[src/rtl/pipeline_hazard_ctrl.sv]
// Hazard controller: EX forwarding selects, stall/flush for every pipeline register, memory-wait watchdog, perf counters.
// Controls are combinational (0 cycles); counters/watchdog are registered (1 cycle). A memory wait stalls everything upstream of WB.
module pipeline_hazard_ctrl #(
    parameter int REG_AW      = 5,
    parameter int FWD_EN      = 1,
    parameter int MEM_TIMEOUT = 64,
    parameter int CNT_W       = 32
) (
    input  logic              clk,
    input  logic              rst,
    input  logic [REG_AW-1:0] rs1_d,
    input  logic [REG_AW-1:0] rs2_d,
    input  logic [REG_AW-1:0] rs1_e,
    input  logic [REG_AW-1:0] rs2_e,
    input  logic [REG_AW-1:0] rd_e,
    input  logic [REG_AW-1:0] rd_m,
    input  logic [REG_AW-1:0] rd_w,
    input  logic              regwrite_e,
    input  logic              regwrite_m,
    input  logic              regwrite_w,
    input  logic              resultsrc_e,
    input  logic              pcsrc_e,
    input  logic              mem_req_m,
    input  logic              mem_ready_m,
    input  logic              perf_clr,
    output logic [1:0]        forward_a_e,
    output logic [1:0]        forward_b_e,
    output logic              stall_f,
    output logic              stall_d,
    output logic              stall_e,
    output logic              stall_m,
    output logic              flush_d,
    output logic              flush_e,
    output logic              flush_w,
    output logic              mem_timeout,
    output logic [CNT_W-1:0]  stall_cnt,
    output logic [CNT_W-1:0]  flush_cnt
);

    localparam int WAIT_W = $clog2(MEM_TIMEOUT + 1);
    localparam logic [WAIT_W-1:0] TIMEOUT_V = WAIT_W'(MEM_TIMEOUT);

    logic [WAIT_W-1:0] wait_cnt_q, wait_cnt_d;
    logic              mem_timeout_q, mem_timeout_d;
    logic [CNT_W-1:0]  stall_cnt_q, stall_cnt_d;
    logic [CNT_W-1:0]  flush_cnt_q, flush_cnt_d;
    logic              memwait, load_use, raw_nofwd;

    // x0 never carries a real dependency, and a producer only counts if it writes.
    function automatic logic hit(input logic [REG_AW-1:0] src, input logic [REG_AW-1:0] dst,
                                 input logic we);
        return we && (src != '0) && (src == dst);
    endfunction

    function automatic logic [1:0] fwd_sel(input logic [REG_AW-1:0] src);
        if (hit(src, rd_m, regwrite_m))      return 2'b10;
        else if (hit(src, rd_w, regwrite_w)) return 2'b01;
        else                                 return 2'b00;
    endfunction

    assign memwait  = mem_req_m & ~mem_ready_m;
    assign load_use = resultsrc_e & (hit(rs1_d, rd_e, regwrite_e) | hit(rs2_d, rd_e, regwrite_e));
    assign raw_nofwd = (FWD_EN == 0) &&
                       (hit(rs1_d, rd_e, regwrite_e) || hit(rs2_d, rd_e, regwrite_e) ||
                        hit(rs1_d, rd_m, regwrite_m) || hit(rs2_d, rd_m, regwrite_m) ||
                        hit(rs1_d, rd_w, regwrite_w) || hit(rs2_d, rd_w, regwrite_w));

    always_comb begin
        forward_a_e = 2'b00;
        forward_b_e = 2'b00;
        stall_f     = 1'b0;
        stall_d     = 1'b0;
        stall_e     = 1'b0;
        stall_m     = 1'b0;
        flush_d     = 1'b0;
        flush_e     = 1'b0;
        flush_w     = 1'b0;
        if (rst) begin
            if (FWD_EN != 0) begin
                forward_a_e = fwd_sel(rs1_e);
                forward_b_e = fwd_sel(rs2_e);
            end
            // A branch resolved during a memory wait stays in E and is acted on once the wait ends.
            if (memwait) begin
                stall_f = 1'b1;
                stall_d = 1'b1;
                stall_e = 1'b1;
                stall_m = 1'b1;
                flush_w = 1'b1;
            end else if (pcsrc_e) begin
                flush_d = 1'b1;
                flush_e = 1'b1;
            end else if (load_use || raw_nofwd) begin
                stall_f = 1'b1;
                stall_d = 1'b1;
                flush_e = 1'b1;
            end
        end
    end

    always_comb begin
        wait_cnt_d    = '0;
        mem_timeout_d = mem_timeout_q | (wait_cnt_q == TIMEOUT_V);
        if (memwait) begin
            wait_cnt_d = (wait_cnt_q == TIMEOUT_V) ? wait_cnt_q : wait_cnt_q + WAIT_W'(1);
        end

        stall_cnt_d = stall_cnt_q;
        flush_cnt_d = flush_cnt_q;
        if (perf_clr) begin
            stall_cnt_d = '0;
            flush_cnt_d = '0;
        end else begin
            if (stall_f && (stall_cnt_q != '1)) stall_cnt_d = stall_cnt_q + CNT_W'(1);
            if (flush_d && (flush_cnt_q != '1)) flush_cnt_d = flush_cnt_q + CNT_W'(1);
        end
    end

    always_ff @(posedge clk or negedge rst) begin
        if (!rst) begin
            wait_cnt_q    <= '0;
            mem_timeout_q <= 1'b0;
            stall_cnt_q   <= '0;
            flush_cnt_q   <= '0;
        end else begin
            wait_cnt_q    <= wait_cnt_d;
            mem_timeout_q <= mem_timeout_d;
            stall_cnt_q   <= stall_cnt_d;
            flush_cnt_q   <= flush_cnt_d;
        end
    end

    assign mem_timeout = mem_timeout_q;
    assign stall_cnt   = stall_cnt_q;
    assign flush_cnt   = flush_cnt_q;

endmodule
[config.mk]
export PLATFORM = sky130hd
export DESIGN_NAME = pipeline_hazard_ctrl
export DESIGN_NICKNAME = d
export VERILOG_FILES = /design/src/rtl/pipeline_hazard_ctrl.sv
export SDC_FILE = /design/constraint.sdc
export NUM_CORES = 1
export LEC_CHECK = 0
export ABC_AREA = 1
export BUFFER_PORTS_ARGS = -buffer_cell sky130_fd_sc_hd__buf_4
export CAP_MARGIN = 0
export CORE_MARGIN = 1
export CORE_UTILIZATION = 37
export DETAILED_ROUTE_END_ITERATION = 8
export SYNTH_ARGS = -nofsm -noshare
export SYNTH_HDL_FRONTEND = slang
export SYNTH_SLANG_ARGS = --single-unit
[constraint.sdc]
create_clock -name clk -period 1.6 [get_ports clk]
set_input_delay 0.16 -clock clk [delete_from_list [all_inputs] [get_ports clk]]
set_output_delay 0.16 -clock clk [all_outputs]
set_load 0.03 [all_outputs]
==> results.md <==
* CP top delay family: simple AND/OR/NAND/NOR gates
* Net Sw Power at 1230 µW
* Final setup vio count at 55
* Gate power share at 0.130
* Register area at 0.00183 mm²
* Port Buffers at 120
* Antenna violations before repair at 1
* Setup Crit Path Kind: register to register
* Ant diodes at 0
* Iteration-0 DRC count of the detailed router at 472
* Pre-CTS setup slack at -0.203 ns
* Syn nets at between 800 and 900
* Seq cells post-synth at between 70 and 80
* VDD IR max at between 0.4 and 0.5 mV
* Cell Chain, Critical Path: ha_4, and3_4, nand2_4, nor2_4, nand2_2, nand2_4, buf_6, nor2_4, nand3_2, nand2_1, nor2_1
* Worst Hold Margin at between 0.01 and 0.015 ns
* Failing checks: negative setup slack
* Unrepaired setup endpoints after global routing: yes
* DIE WIDTH at around 120 µm
* Fin Setup TNS at -6.05 ns
* Tmin final at 1.76 ns
* Core area at around 0.015 mm²
* Max Root-Sink Buffers at 2
* Post-Layout Cell Count at around 1.3k
* List of most frequent post-synthesis cells: nand2_1, inv_1, nor2_1
* Synthesized area at roughly 0.0055 mm²
* Ys Warns at 0
* Clk_skew at approximately 0.0061 ns
* Worst Reg-to-Reg Cells at 11
* Pin count of the biggest net entering global routing at 70
* Synth cell types at 41
* Htree depth at 3
* Clock slew at reported path FFs at 0.06 ns
* Syn avg cell area at around 6.5 µm²
* Register area share after synthesis at 0.328
* Fill cell count at roughly 1.4k
* Tot GR Track Use at 0.253
* Worst reg2reg path endpoint: flush_cnt[24]
* Largest cells by area after synthesis: dfrtp_1, nand2_1, inv_1
* Critical path data required time at between 1.5 and 2 ns
* Status: complete, but fails checks
* Max_slew headroom at 0.513
* Die area at 0.0153 mm²
* Int Pwr at approximately 3500 µW
* Vias in the first global route at around 6k
* Final hold vios at 0
* CP Capture Type: register
* Inst Count DP at approximately 1.3k
* Achievable Freq at roughly 570 MHz
* CTS tree: yes
* Switching Share at 0.262
* DP Wirelength at between 10,000 and 15,000 µm
* DRC Markers at 0
* Startpoint types: register
* Clk Latency, worst-skew pair at 0.35 ns
* Max-cap violations at 0
* Clock share of power at 0.478
* CTS Buf Count at 9
* Worst Path Arrival at around 2.0 ns
* Root Buffer: clkbuf_16
* Via density at approximately 5
* Most frequent cell after synthesis: nand2_1
* R2R Setup Slk at -0.16 ns
* Area delta synth->final at 58.0%
* Gpl congestion at between 0.9 and 1
* CP max FO at 6
* Bufs and invs on worst path at 1
* Slew @ Worst Pin at 0.731 ns
* HP Class: primary input to async pin
* EDFF count, synth at 0
* First drt pass iteration count at 5
* Post-DRT Antenna Nets at 0
* Final Slew Violations at 0
* Die Y at 124 µm
* P per Cell Area at 541 mW/mm²
* Most used DFF post-synth: dfrtp_1
* Largest stage delay on the critical path at approximately 0.42 ns
* Top-area cell type share of the netlist area at 0.328
* Crit share post-route at 1.10
* Fraction of layout cells with a size suffix above 1 at 0.386
* Initial Utilization at 0.378
* Grt total ovfl at 0
* Final WL at 18,900 µm
* Via count at 6,478
* Synthesized instance count at 841
* Leakage power at between 0.004 and 0.005 µW
* First-pass GRT wire length at 29,600 µm
* Drt wl/cell at approximately 15 µm
* Multi-input gate area at 0.00347 mm²
* Synth area leader: dfrtp_1
* Worst flop-to-flop path startpoint: flush_cnt[1]
* Clock sink count at 72
* Crit-path slowest cell: dfrtp_2
* Layout Nets at 1,159
* I/O pins at about 120
* Rows at 44
* Flop pwr share at 0.392
* Slack of the critical path at -0.164 ns
* Post-synth ARST share at 1.00
-- power by group through the flow --
stage          Clock [µW]  Sequential [µW]  Combinational, µW
2_1_floorplan           0             1890                250
3_3_place_gp            0             1870                536
3_5_place_dp            0             1870                542
4_1_cts              2280             1840                583
5_1_grt              2350             1840                665
6_report             2240             1840                610
-- flip-flops by register name, summed over array words and instances, names as in the netlist --
| name | flops |
|---|---|
| flush_cnt | 32 |
| stall_cnt | 32 |
| mem_timeout | 1 |
| wait_cnt_q | 7 |
-- through the flow --
| stage | cell area, µm² | util | total power [µW] |
|---|---|---|---|
| floorplan | 5660 | - | 2140 |
| detailed placement | 7780 | 0.535 | 2410 |
| finish | 8680 | 0.597 | 4690 |
| global route | 8680 | 0.597 | 4860 |
| global placement | 7780 | 0.535 | 2410 |
| CTS | 8340 | 0.574 | 4700 |
-- logic make-up (layout without fill, tap and decap cells) --
group           count (synthesis)  in the layout  share of synthesized area
flops                          72             72                      0.328
fa+ha+maj                       4              4                    0.00911
compound gates                 53             53                     0.0554
xor+xnor                       34             34                     0.0542
buf+inv                       149            423                      0.114
simple gates                  529            529                      0.440
-- timing repair --
| action | CTS | global route |
|---|---|---|
| setup endpoints to repair | 64 | 69 |
| pin swaps | 16 | 25 |
| endpoints found under the hold margin | 20 | 0 |
| gates resized for setup | 37 | 60 |
| hold buffers | 1 | 0 |
| setup buffers | 8 | 9 |
| cloned | 2 | 1 |
-- final cells by class --
type                    instances  share of cell area
clock buffers                   9              0.0260
clock inverters                 7              0.0111
inverters                     123              0.0567
multi-input cells             620               0.400
flip-flops and latches         72               0.211
well taps                     184              0.0265
repair buffers                283               0.266
repair inverters                1             0.00187
-- layer usage --
metal  up-vias  part of all wire  wire length, µm  GRT usage
met5         -           0.00042                8          0
li1       3272                 -                -          -
met3        24             0.059             1120     0.0568
met2       191              0.46             8620      0.396
met1      2989              0.47             8870      0.350
met4         2             0.013              246     0.0617
-- layout by cell type (no fill, tap or decap), types with 9 or more instances in the layout --
cell type and n:
nand2_1 218, buf_4 262, nand3_1 72, nor2_1 78, clkbuf_16 10, inv_1 114, o21ai_1 13, dfrtp_1 48
buf_12 9, buf_6 9, nor3_1 19, nor2_2 14, xor2_1 21, nand4_1 56, nand3_2 10, dfrtp_2 24
xnor2_1 12, nand2_2 16
-- worst max-delay path by stage --
stage / startpoint / endpoint / cells past startpoint
floorplan: stall_cnt[0] / stall_cnt[20] / 11
global placement: stall_cnt[0] / stall_cnt[18] / 11
detailed placement: stall_cnt[0] / stall_cnt[25] / 11
CTS: stall_cnt[0] / stall_cnt[29] / 12
global route: flush_cnt[0] / flush_cnt[28] / 10
finish: flush_cnt[1] / flush_cnt[24] / 11
-- worst reg2reg max path, delay by kind of cell, from the launching register on --
kind	cells	cell delay (ns)
adders and majority gates	1	0.18
buffers and inverters	1	0.17
DFF	1	0.42
and+or+nand+nor	9	0.90
Note: power is estimated with default switching activity, not from simulation.
